File: src/rtl/commit_fifo.sv
// Synchronous FIFO with a register-array store; the head entry is always
// visible on o_head so the consumer can compare in the same cycle it pops.
module commit_fifo #(
  parameter int DEPTH = 8,
  parameter int W     = 8,
  localparam int AW   = $clog2(DEPTH)
) (
  input  logic          i_clk,
  input  logic          i_rst_n,
  input  logic          i_push,
  input  logic [W-1:0]  i_data,
  input  logic          i_pop,
  output logic [W-1:0]  o_head,
  output logic          o_full,
  output logic          o_empty,
  output logic [AW:0]   o_level
);

  localparam logic [AW:0] FULL_LVL = (AW + 1)'(DEPTH);

  logic [W-1:0]  r_mem [DEPTH];
  logic [AW-1:0] r_wr_ptr;
  logic [AW-1:0] r_rd_ptr;
  logic [AW:0]   r_level;

  always_ff @(posedge i_clk) begin
    if (i_push) r_mem[r_wr_ptr] <= i_data;
  end

  // DEPTH is a power of two, so the pointers wrap naturally.
  always_ff @(posedge i_clk or negedge i_rst_n) begin
    if (!i_rst_n) begin
      r_wr_ptr <= '0;
      r_rd_ptr <= '0;
      r_level  <= '0;
    end else begin
      if (i_push) r_wr_ptr <= r_wr_ptr + 1'b1;
      if (i_pop)  r_rd_ptr <= r_rd_ptr + 1'b1;
      case ({i_push, i_pop})
        2'b10:   r_level <= r_level + 1'b1;
        2'b01:   r_level <= r_level - 1'b1;
        default: r_level <= r_level;
      endcase
    end
  end

  assign o_head  = r_mem[r_rd_ptr];
  assign o_full  = (r_level == FULL_LVL);
  assign o_empty = (r_level == '0);
  assign o_level = r_level;

endmodule

File: config.mk
export PLATFORM = sky130hd
export DESIGN_NAME = commit_fifo
export DESIGN_NICKNAME = d
export VERILOG_FILES = /design/src/rtl/commit_fifo.sv
export SDC_FILE = /design/constraint.sdc
export NUM_CORES = 1
export LEC_CHECK = 0
export CAP_MARGIN = 20
export CORE_ASPECT_RATIO = 0.8
export CORE_MARGIN = 2
export CORE_UTILIZATION = 37
export DETAILED_ROUTE_END_ITERATION = 10
export GPL_TIMING_DRIVEN = 0
export REMOVE_ABC_BUFFERS = 1
export SLEW_MARGIN = 20
export SYNTH_ARGS = -nofsm -noshare
export SYNTH_HDL_FRONTEND = slang
export SYNTH_SLANG_ARGS = --single-unit
File: constraint.sdc
create_clock -name i_clk -period 3 [get_ports i_clk]
set_input_delay 0.45 -clock i_clk [delete_from_list [all_inputs] [get_ports i_clk]]
set_output_delay 0.45 -clock i_clk [all_outputs]
set_load 0.01 [all_outputs]
# After elaboration in Yosys (flattened, before gate mapping)
# Memory sizes are Yosys's and may differ from the RTL's.
# Index checks and enable logic that the tools add are counted.
dict set report totals {
  ff_bits 10
  latch_bits 0
  ramBits 64
  mem_bits_ro 0
  input_bits 12
  output_inout_bits 14
  word_cells 16
  memories 1
}
# name words width read_ports rd_clocked_by_memory_dff wr line
set memory_table {}
lappend memory_table {r_mem 8 8 1 0 1 21} ;# logic [W-1:0] r_mem [DEPTH];
dict set report op_classes {
  n_addsub 4
  n_mul 0
  div_mod_pow 0
  magnitude_cmp 0
  eq_ne 3
  n_shift 0
  muxes 3
  n_bitwise 0
  n_reduce_logical 2
}
# operator n
set ops {}
lappend ops {{4-bit case mux with 2 select lines} 1}
lappend ops {{3-bit by 1-bit adder with 3-bit output, second input constant} 2}
lappend ops {{4-bit by 1-bit adder with 4-bit output, second input constant} 1}
lappend ops {{4-bit == test, second input constant} 1}
lappend ops {{4-bit logical NOT} 1}
lappend ops {{4-bit by 1-bit subtractor with 4-bit output, second input constant} 1}
lappend ops {{2-bit by 1-bit == test with 1-bit output, second input constant} 1}
lappend ops {{2-bit == test, second input constant} 1}
lappend ops {{1-bit two-way mux} 2}
lappend ops {{2-bit nonzero test} 1}

# Depth between registers and ports, before layout
# Gate-level depths: netlist of run 1.
dict set report logic_depth {
  depth_word 2
  mapped_depth 8
  depth_no_buf 8
}

# Worst setup path after synthesis of run 1
# OpenSTA, ideal clock, no wires.
dict set report synth_path {
  kind {register -> output}
  startpoint {reg r_rd_ptr[0]}
  endpoint {out o_head[1]}
  t_arrival_ns 1.439
  t_required_ns 2.550
  slack_ns 1.111
  path_stages_with_launch 5
  path_buffers 2
  path_cell_list {dfrtp_1 > buf_6 > buf_12 > mux4_1 > mux2_2}
}
dict set report synth_via {
  elab_chain_len 1
}
# item line
set synth_rtl {}
lappend synth_rtl {{start, declared} 23} ;# logic [AW-1:0] r_rd_ptr;
lappend synth_rtl {{start signal, assigned} 38} ;# if (i_pop) r_rd_ptr <= r_rd_ptr + 1'b1;
lappend synth_rtl {{memory read 8 x 8 bit} n/a}
lappend synth_rtl {{end, declared} 13} ;# output logic [W-1:0] o_head,
# No other way between the ends.

# Final worst setup path of run 1
dict set report layout_path {
  startpoint {reg r_rd_ptr[0]}
  endpoint {out o_head[4]}
}
# Same word-level chain as after synthesis.

==> run_results.csv, run 1 <==
group,metric,value,unit
run_status,status,"finished, final reports clean",
drt,dr_wl_met2,2900,um
synth,synth_xor_area_frac,0.0260,
timing,rsz0062_at_grt,"no",
critical_path,crit_required,2.55,ns
synth,yosysMostFrequentCell,"edfxtp_1",
drt,routed_wl,5620,um
die,die-area,0.00894,mm^2
place,post-place-ws,0.0722,ns
clocking,root_buffer,"clkbuf_8",
pwr,clkPwrFrac,0.279,
die,die_h,85.0,um
min_path,hold_path.class,"primary input to asynchronous set/reset pin",
die,initial_utilization,0.382,
pwr,ir_worst_vdd,0.383,mV
synth,ys.flop_type,"edfxtp_1",
synth,synth_cell_type_count,25,
timing,timing.slew.headroom,0.318,
global_routing,grt_pass1_wl,8910,um
timing,drv_slew,0,
pwr,power.net_switching,996,uW
timing,skew,0.00541,ns
synth,synth_mux_area_frac,0.176,
synth,synth_top_family_by_area,"multiplexers",
clocking,clk_pin_slew,0.08,ns
pwr,p_comb_frac,0.278,
pwr,p_leak,1.26,nW
drt,drc,0,
synth,synth_top_area_share,0.634,
finish,area_delta_synth_final,20.9,%
synth,synthAdderAreaFrac,0.0206,
clocking,cts_buffers,9,
synth,syn_area,0.00303,mm^2
timing,fin_crit,2.83,ns
timing,setup_viol,0,
finish,final_nets,197,
synth,yosysSeqAreaShare,0.716,
die,coreArea,0.00795,mm^2
critical_path,start_kind,"flip-flop",
finish,drive_above_1_share,0.189,
clocking,htreeDepth,3,
die,rows,29,
finish,nFillCells,646,
finish,multi_input_area,820,um^2
synth,synth-edff-count,64,
timing,hold_viol_final,0,
clocking,cts_tree,"yes",
finish,antenna_cells,0,
synth,yosysTopAreaCell,"edfxtp_1",
synth,synthSimpleGateAreaFrac,0.0392,
drt,firstDrtPassIters,4,
global_routing,grt_max_degree,19,
synth,synthTopCellsByArea,"edfxtp_1 (63%), mux4_1 (11%), dfrtp_1 (8.3%)",
timing,max_freq,354,MHz
pwr,p_int,2.59,mW
global_routing,grt_usage,0.140,
timing,period_share,0.942,
finish,regArea,0.00218,mm^2
drt,vias,1451,
place,io_buffers,25,
place,globalplace.congestion,0.661,
synth,yosysWarnings,0,
global_routing,grt_pass1_vias,1559,
synth,synth_compound_area_frac,0.00536,
die,num_io_pins,26,
synth,syn_inst,148,
critical_path,arrival,2.38,ns
drt,wl_met1,2430,um
global_routing,gr-total-overflow,0,
flow_run,max_cap_violations,0,
global_routing,grt_antenna_before_repair,0,
drt,wl_per_cell,19.2,um
drt,via_per_inst,4.95,
timing,setup_ws,0.175,ns
synth,synth-async-reset-ratio,0.135,
place,hpwlAfterDp,3580,um
clocking,post_cts_buffers,0,
critical_path,critical_path.max_fanout,18,
die,fp.dieW,105,um
critical_path,path_class,"flip-flop to output port",
clocking,worstSkewPairLatency,0.34,ns
synth,syn_area_per_cell,20.5,um^2
drt,drt_iter0_markers,58,
pwr,sequentialPowerShare,0.443,
synth,ys_seq_elements,74,
timing,tightest_slew,1.02,ns
drt,dr_wl_met3,236,um
pwr,swShare,0.278,
synth,synth_common_cells,"edfxtp_1 (64), mux4_1 (13), mux2_2 (11)",
drt,ant_nets,0,
pwr,p_per_area,978,mW/mm^2
drt,dr.max_layer_used,"met4",
clocking,cts_buffer_depth,2,
clocking,clock-sinks,74,
timing,setup_tns,0,ns
critical_path,worstSetupEndpointType,"output port",
logic make-up after synthesis:
kind of cell	count (synthesis)
muxes	27
AOI/OAI and AO/OA	3
DFF	74
and+or+nand+nor	23
adders and majority gates	5
xor gates and xnor gates	9
buffers and inverters	7
layout by cell type, fill, tap and decap left out, types with 2 or more instances in the layout:
master / synthesis / final
buf_4: 0 / 2
bufinv_16: 0 / 4
clkbuf_8: 0 / 9
clkdlybuf4s50_1: 0 / 25
dfrtp_1: 10 / 8
edfxtp_1: 64 / 64
ha_1: 5 / 5
mux2_2: 11 / 11
mux4_1: 13 / 13
mux4_2: 3 / 3
nand2_1: 5 / 5
nand2b_1: 4 / 4
nor2_1: 7 / 7
nor3_2: 0 / 2
xnor2_1: 3 / 3
xor2_1: 6 / 6
metal layers:
layer / global-route usage / vias up
met2: 0.216 / 30
met5: 0 / -
met1: 0.179 / 753
li1: - / 664
met3: 0.0453 / 4
met4: 0.0667 / 0
final timing paths:
check | from | to | slack (ns) | depth (start not counted)
max | r_rd_ptr[0]$_DFFE_PN0P_ | o_head[4] | 0.17 | 3
min | i_rst_n | r_rd_ptr[2]$_DFFE_PN0P_ | 0.42 | 1
max reg2reg | r_wr_ptr[2]$_DFFE_PN0P_ | r_mem[3][7]$_DFFE_PP_ | 1.19 | 2
min reg2reg | r_wr_ptr[0]$_DFFE_PN0P_ | r_wr_ptr[0]$_DFFE_PN0P_ | 0.53 | 1
max in group asynchronous | i_rst_n | r_rd_ptr[0]$_DFFE_PN0P_ | 2.23 | 1
min in group i_clk | r_wr_ptr[0]$_DFFE_PN0P_ | r_wr_ptr[0]$_DFFE_PN0P_ | 0.53 | 1
flip-flops by register name, summed over array words and instances, names as in the netlist:
register  flops
r_wr_ptr      3
o_level       4
r_rd_ptr      3
r_mem        64
repair_timing:
item / 4_1_cts / 5_1_grt
endpoints found under the setup margin: 8 / 8
hold buffers: 0 / 0
pin swaps: 0 / 0
gates resized for setup: 1 / 2
area by class of cell:
cell class | instances | area share
Clock buffer | 10 | 0.0348
Clock inverter | 6 | 0.0375
Inverter | 1 | 0.00102
Multi-Input combinational cell | 67 | 0.224
Sequential cell | 74 | 0.594
Tap cell | 108 | 0.0369
Timing Repair Buffer | 27 | 0.0724
power by group through the flow:
stage	Combinational (mW)	Sequential, mW	Clock (mW)
3_5_place_dp	1.01	1.61	0
3_3_place_gp	0.972	1.58	0
4_1_cts	1.02	1.59	1.03
5_1_grt	1.09	1.62	1.06
2_1_floorplan	0.586	1.52	0
6_report	0.997	1.59	1.00
metrics by stage:
step                      std cells  area (um^2)  utilization  hold slack [ns]  power, mW
after floorplan                 142         2990            -            0.154       2.11
after global placement          275         3370        0.424            0.495       2.55
after detailed placement        277         3400        0.427            0.512       2.62
after CTS                       293         3660        0.461            0.414       3.63
after global routing            293         3670        0.461            0.454       3.77
final                           293         3670        0.461            0.421       3.58
worst max-delay path, cell delays in order, from the launching register on:
cell	delay, ns
dfrtp_4	0.63
mux4_1	0.61
mux2_2	0.30
clkdlybuf4s50_1	0.48
No activity file was read; power rests on OpenSTA's default activity.
==> inputs of run 2 (changes only) <==
REMOVE_ABC_BUFFERS = unset   (was 1)
==> run_results.csv, run 2 (same netlist as run 1, synthesis figures left out) <==
group,metric,value,unit
critical_path,start_kind,"flip-flop",
place,post-place-cells,281,
finish,nFillCells,675,
timing,rsz0062_at_grt,"no",
die,fp.dieW,105,um
timing,tightest_slew,1.01,ns
drt,wl_per_cell,18.4,um
timing,setup_tns,0,ns
timing,fin_crit,2.87,ns
finish,regMostFlops,"r_mem",
clocking,htreeDepth,3,
global_routing,grt_usage,0.129,
timing,period_share,0.955,
timing,hold_viol_final,0,
drt,firstDrtPassIters,4,
drt,dr.max_layer_used,"met4",
finish,final_nets,200,
critical_path,worstSetupEndpointType,"output port",
critical_path,critical_path.max_fanout,10,
critical_path,r2r_start,"r_wr_ptr[1]$_DFFE_PN0P_",
finish,fin_util,0.456,
drt,routed_wl,5450,um
timing,skew,0.00659,ns
global_routing,grt_max_degree,15,
clocking,worstSkewPairLatency,0.34,ns
timing,timing.slew.headroom,0.323,
critical_path,crit_required,2.55,ns
timing,setup_ws,0.134,ns
min_path,hold_path.class,"primary input to asynchronous set/reset pin",
critical_path,arrival,2.42,ns
finish,area_delta_synth_final,19.6,%
drt,wl_met1,2290,um
pwr,power,3.40,mW
die,die_h,85.0,um
finish,largest_reg_flops,64,
place,hpwlAfterDp,3480,um
global_routing,gr-total-overflow,0,
finish,drive_above_1_share,0.181,
global_routing,grt_pass1_wl,8380,um
timing,max_freq,349,MHz
drt,dr_wl_met2,2830,um
global_routing,grt_antenna_before_repair,0,
drt,drc,0,
drt,drt_iter0_markers,38,
die,die-area,0.00894,mm^2
critical_path,path_class,"flip-flop to output port",
die,num_io_pins,26,
finish,layout_common_cells,"edfxtp_1 (64), clkdlybuf4s50_1 (25), mux4_1 (13)",
run_status,status,"finished, final reports clean",
place,post-place-ws,0.255,ns
synth,synth_fp_nets,165,
drt,via_per_inst,5.02,
pwr,p_leak,1.24,nW
flow_run,max_cap_violations,0,
critical_path,setup.worst_path.start,"r_rd_ptr[1]$_DFFE_PN0P_",
pwr,ir_worst_vdd,0.408,mV
clocking,clock-sinks,74,
clocking,cts_tree,"yes",
drt,vias,1487,
global_routing,grt_pass1_vias,1608,
timing,drv_slew,0,
place,globalplace.congestion,0.703,
clocking,cts_buffers,9,
drt,dr_wl_met3,230,um
critical_path,r2r_slack,1.19,ns
timing,setup_viol,0,
finish,final_common_cell,"edfxtp_1",
drt,ant_nets,0,
clocking,post_cts_buffers,0,
clocking,root_buffer,"clkbuf_8",
clocking,hold_buffers,0,
die,coreArea,0.00795,mm^2
clocking,cts_buffer_depth,2,
clocking,clk_pin_slew,0.08,ns
pwr,p_per_area,937,mW/mm^2
die,rows,29,
finish,multi_input_area,820,um^2
finish,antenna_cells,0,
finish,instances_no_fill,296,
finish,regArea,0.00217,mm^2
place,io_buffers,25,
die,initial_utilization,0.382,
clocking,cts_resized,0,
run 2: changes by cell type in the layout (fill, tap and decap cells not counted), moves of 2 or more:
cell / before / now
clkinv_4: 1 / 3
bufinv_16: 4 / 1
dfrtp_1: 8 / 10
buf_4: 2 / 0
run 2: layer usage:
metal  vias up  GRT usage
li1        675          -
met5         -          0
met2        35      0.226
met1       766      0.157
met4         0     0.0558
met3        11     0.0253
run 2: metrics by stage:
| step | hold slack (ns) | cell area, um^2 |
|---|---|---|
| after CTS | 0.439 | 3630 |
| after global placement | 0.496 | 3420 |
| after detailed placement | 0.508 | 3430 |
| after global routing | 0.477 | 3630 |
| after floorplan | 0.154 | 3030 |
| final | 0.431 | 3630 |
run 2: power breakdown:
part           internal [mW]  switching (mW)
combinational          0.664           0.517
sequential              1.32           0.127
clock                  0.391           0.375
run 2: final timing paths:
kind | endpoint | depth (start not counted)
worst max-delay path | o_head[6] | 4
worst min-delay path | o_level[1]$_DFFE_PN0P_ | 1
worst max register to register | r_mem[5][1]$_DFFE_PP_ | 2
worst min register to register | r_wr_ptr[0]$_DFFE_PN0P_ | 1
max in group asynchronous | r_rd_ptr[2]$_DFFE_PN0P_ | 1
min in group i_clk | r_wr_ptr[0]$_DFFE_PN0P_ | 1
run 2: cell type report:
class / instances / share of cell area
flip-flops and latches: 74 / 0.599
repair buffers: 25 / 0.0690
clock inverters: 7 / 0.0214
plain buffers: 5 / 0.0121
multi-input cells: 67 / 0.226
inverters: 1 / 0.00104
well taps: 108 / 0.0373
clock buffers: 9 / 0.0342
run 2: critical path, cell delays in order (launching register included):
cell and delay [ns]:
dfrtp_1 0.61, buf_2 0.35, mux4_1 0.36, mux2_2 0.29, clkdlybuf4s50_1 0.48
==> patch, RTL diff (config.mk and constraints of run 1) <==
Put one more register stage on the output `o_level`. The value now appears one clock later. The other outputs are not delayed to match.
--- a/src/rtl/commit_fifo.sv
+++ b/src/rtl/commit_fifo.sv
@@ -47,7 +47,9 @@
   assign o_head  = r_mem[r_rd_ptr];
   assign o_full  = (r_level == FULL_LVL);
   assign o_empty = (r_level == '0);
-  assign o_level = r_level;
+  always_ff @(posedge i_clk) begin
+    o_level <= r_level;
+  end
 
 endmodule
 
Behaviour: not the same (Yosys sat finds a counterexample within 4 cycles, from zero or initial values and one cycle with i_rst_n low).
==> patch against run 1 <==
  * Cell area up 1.3%
  * Worst setup slack better by 0.026 ns
  * Worst hold slack better by 0.0012 ns
  * Register-to-register slack about the same
  * Synthesized area rose by 2.6%
  * Largest cell class unchanged
  * Sequential share of layout area up 1.3 points
  * Critical path depth is the same
  * Critical path type unchanged
  * Critical endpoint unchanged
  * Sequential cell count is 4 higher
  * Power fell by 0.55%
  * Routed wire length decreased by 3.7%
  * Utilization barely moved
  * Count of clock-buffer cells in the layout down 1
  * Fmax rose by 0.94%
  * Highest routed layer unchanged
  * Sequential power rose by 5%
==> patch: results (changes against run 1) <==
* Root Buffer: clkbuf_8 (unchanged)
* Final #Nets at 201 (was 197)
* Adder-Cell Fraction of Synth Area at 0.02010 (was 0.02063)
* Detailed placer's ending HPWL at 3505 um (was 3580 um)
* Layout cell share with drive strength beyond 1 at 0.1809 (was 0.1892)
* Dominant cells by area after synthesis: edfxtp_1, mux4_1, dfrtp_1 (unchanged)
* Max Freq at 0.3573 GHz (was 0.3540 GHz)
* Total GRT Usage at 0.1293 (was 0.1396)
* Met2 usage at 0.2174 (was 0.2164)
* Yosys warns at 0 (unchanged)
* Initial antenna violation count at 0 (unchanged)
* Port-buffer cells at 25 (unchanged)
* Hold WS at 0.4223 ns (was 0.4211 ns)
* Maximum VDD drop at 0.3309 mV (was 0.3832 mV)
* Clock Pin Slew Worst Setup and Hold Paths at around 0.07 ns
* Critical path arrival at 2.35 ns (was 2.38 ns)
* Slew @ Worst Pin at 0.9876 ns (was 1.020 ns)
* First-pass GRT wire length at 8397 um (was 8907 um)
* Detailed-route wire length at 5412 um (was 5622 um)
* Outcome: completed (unchanged)
* Leak Pwr at 1.275 nW (was 1.256 nW)
* RePlAce Congestion at 0.6876 (was 0.6609)
* Layout Skew at 0.003452 ns (was 0.005413 ns)
* Layout fillers at 685 (was 646)
* Post-synth ARST share at 0.1282 (was 0.1351)
* Register area share after synthesis at 0.7235 (was 0.7162)
* Synth top area share at 0.6174 (was 0.6337)
* Post-synthesis compound-gate area fraction at 0.005225 (was 0.005363)
* Placed cell area at 3476 um2 (was 3396 um2)
* Post-Synth XOR/XNOR Area at 0.02532 (was 0.02599)
* Pre-CTS setup slack at 0.08810 ns (was 0.07218 ns)
* Mux share of post-synthesis cell area at 0.1712 (was 0.1757)
* Via count at 1,465 (was 1,451)
* Met3 Usage GRT at 0.04787 (was 0.04531)
* Skew-Pair Late Insertion Delay at 0.34 ns (about the same)
* DRT iter0 DRCs at 91 (was 58)
* Distinct cells, synth at 26 (was 25)
* Reg-to-reg setup timing slack at 1.19 ns (about the same)
* Met1 Use GR at 0.1606 (was 0.1793)
[patch: changes by cell type after synthesis, sizes merged]
cell,run 1,this run
dfxtp,0,4
[patch: kinds of logic after synthesis]
logic type / count (synthesis)
and+or+nand+nor: 23
muxes: 27
xor gates and xnor gates: 9
DFF: 78
buffers and inverters: 7
adders and majority gates: 5
AOI/OAI and AO/OA: 3
[patch: metal layers]
layer,wire length (um),vias to the layer above
met2,2771,29
li1,-,675
met4,54,0
met5,0,-
met1,2348,756
met3,238,5
[patch: final cells by class]
type	count	area, um2	area share
sequential	78	2256	0.6073
multi-input combinational	67	819.5	0.2206
timing repair buffer	27	265.3	0.07140
tap	108	135.1	0.03638
clock buffer	9	123.9	0.03334
clock inverter	6	111.4	0.02998
inverter	1	3.754	0.001010
[patch: power by group]
part / switching, W / total [W] / leakage, nW / internal, W
clock: 0.000358 / 0.000905 / 0.115 / 0.000548
combinational: 0.000368 / 0.000989 / 0.429 / 0.000620
sequential: 0.000261 / 0.00167 / 0.731 / 0.00141
[patch: final timing paths]
| path | start | endpoint | depth (start not counted) |
|---|---|---|---|
| min | i_rst_n | r_wr_ptr[1] | 1 |
| max | r_rd_ptr[1] | o_head[4] | 3 |
| min reg2reg | r_level[3] | o_level[3] | 0 |
| max reg2reg | r_wr_ptr[0] | r_mem[2][7] | 2 |
| max in group asynchronous | i_rst_n | r_rd_ptr[0] | 1 |
| min in group i_clk | r_level[3] | o_level[3] | 0 |
[patch: metrics by stage]
step	std cells	power (W)
after floorplan	146	0.002195
after global placement	279	0.002618
after detailed placement	281	0.002702
after CTS	296	0.003605
after global routing	296	0.003737
final	296	0.003565
[patch: worst max-delay path: stages (launching register included)]
cell             delay, ns
dfrtp_1               0.84
mux4_1                0.40
mux2_2                0.29
clkdlybuf4s50_1       0.48
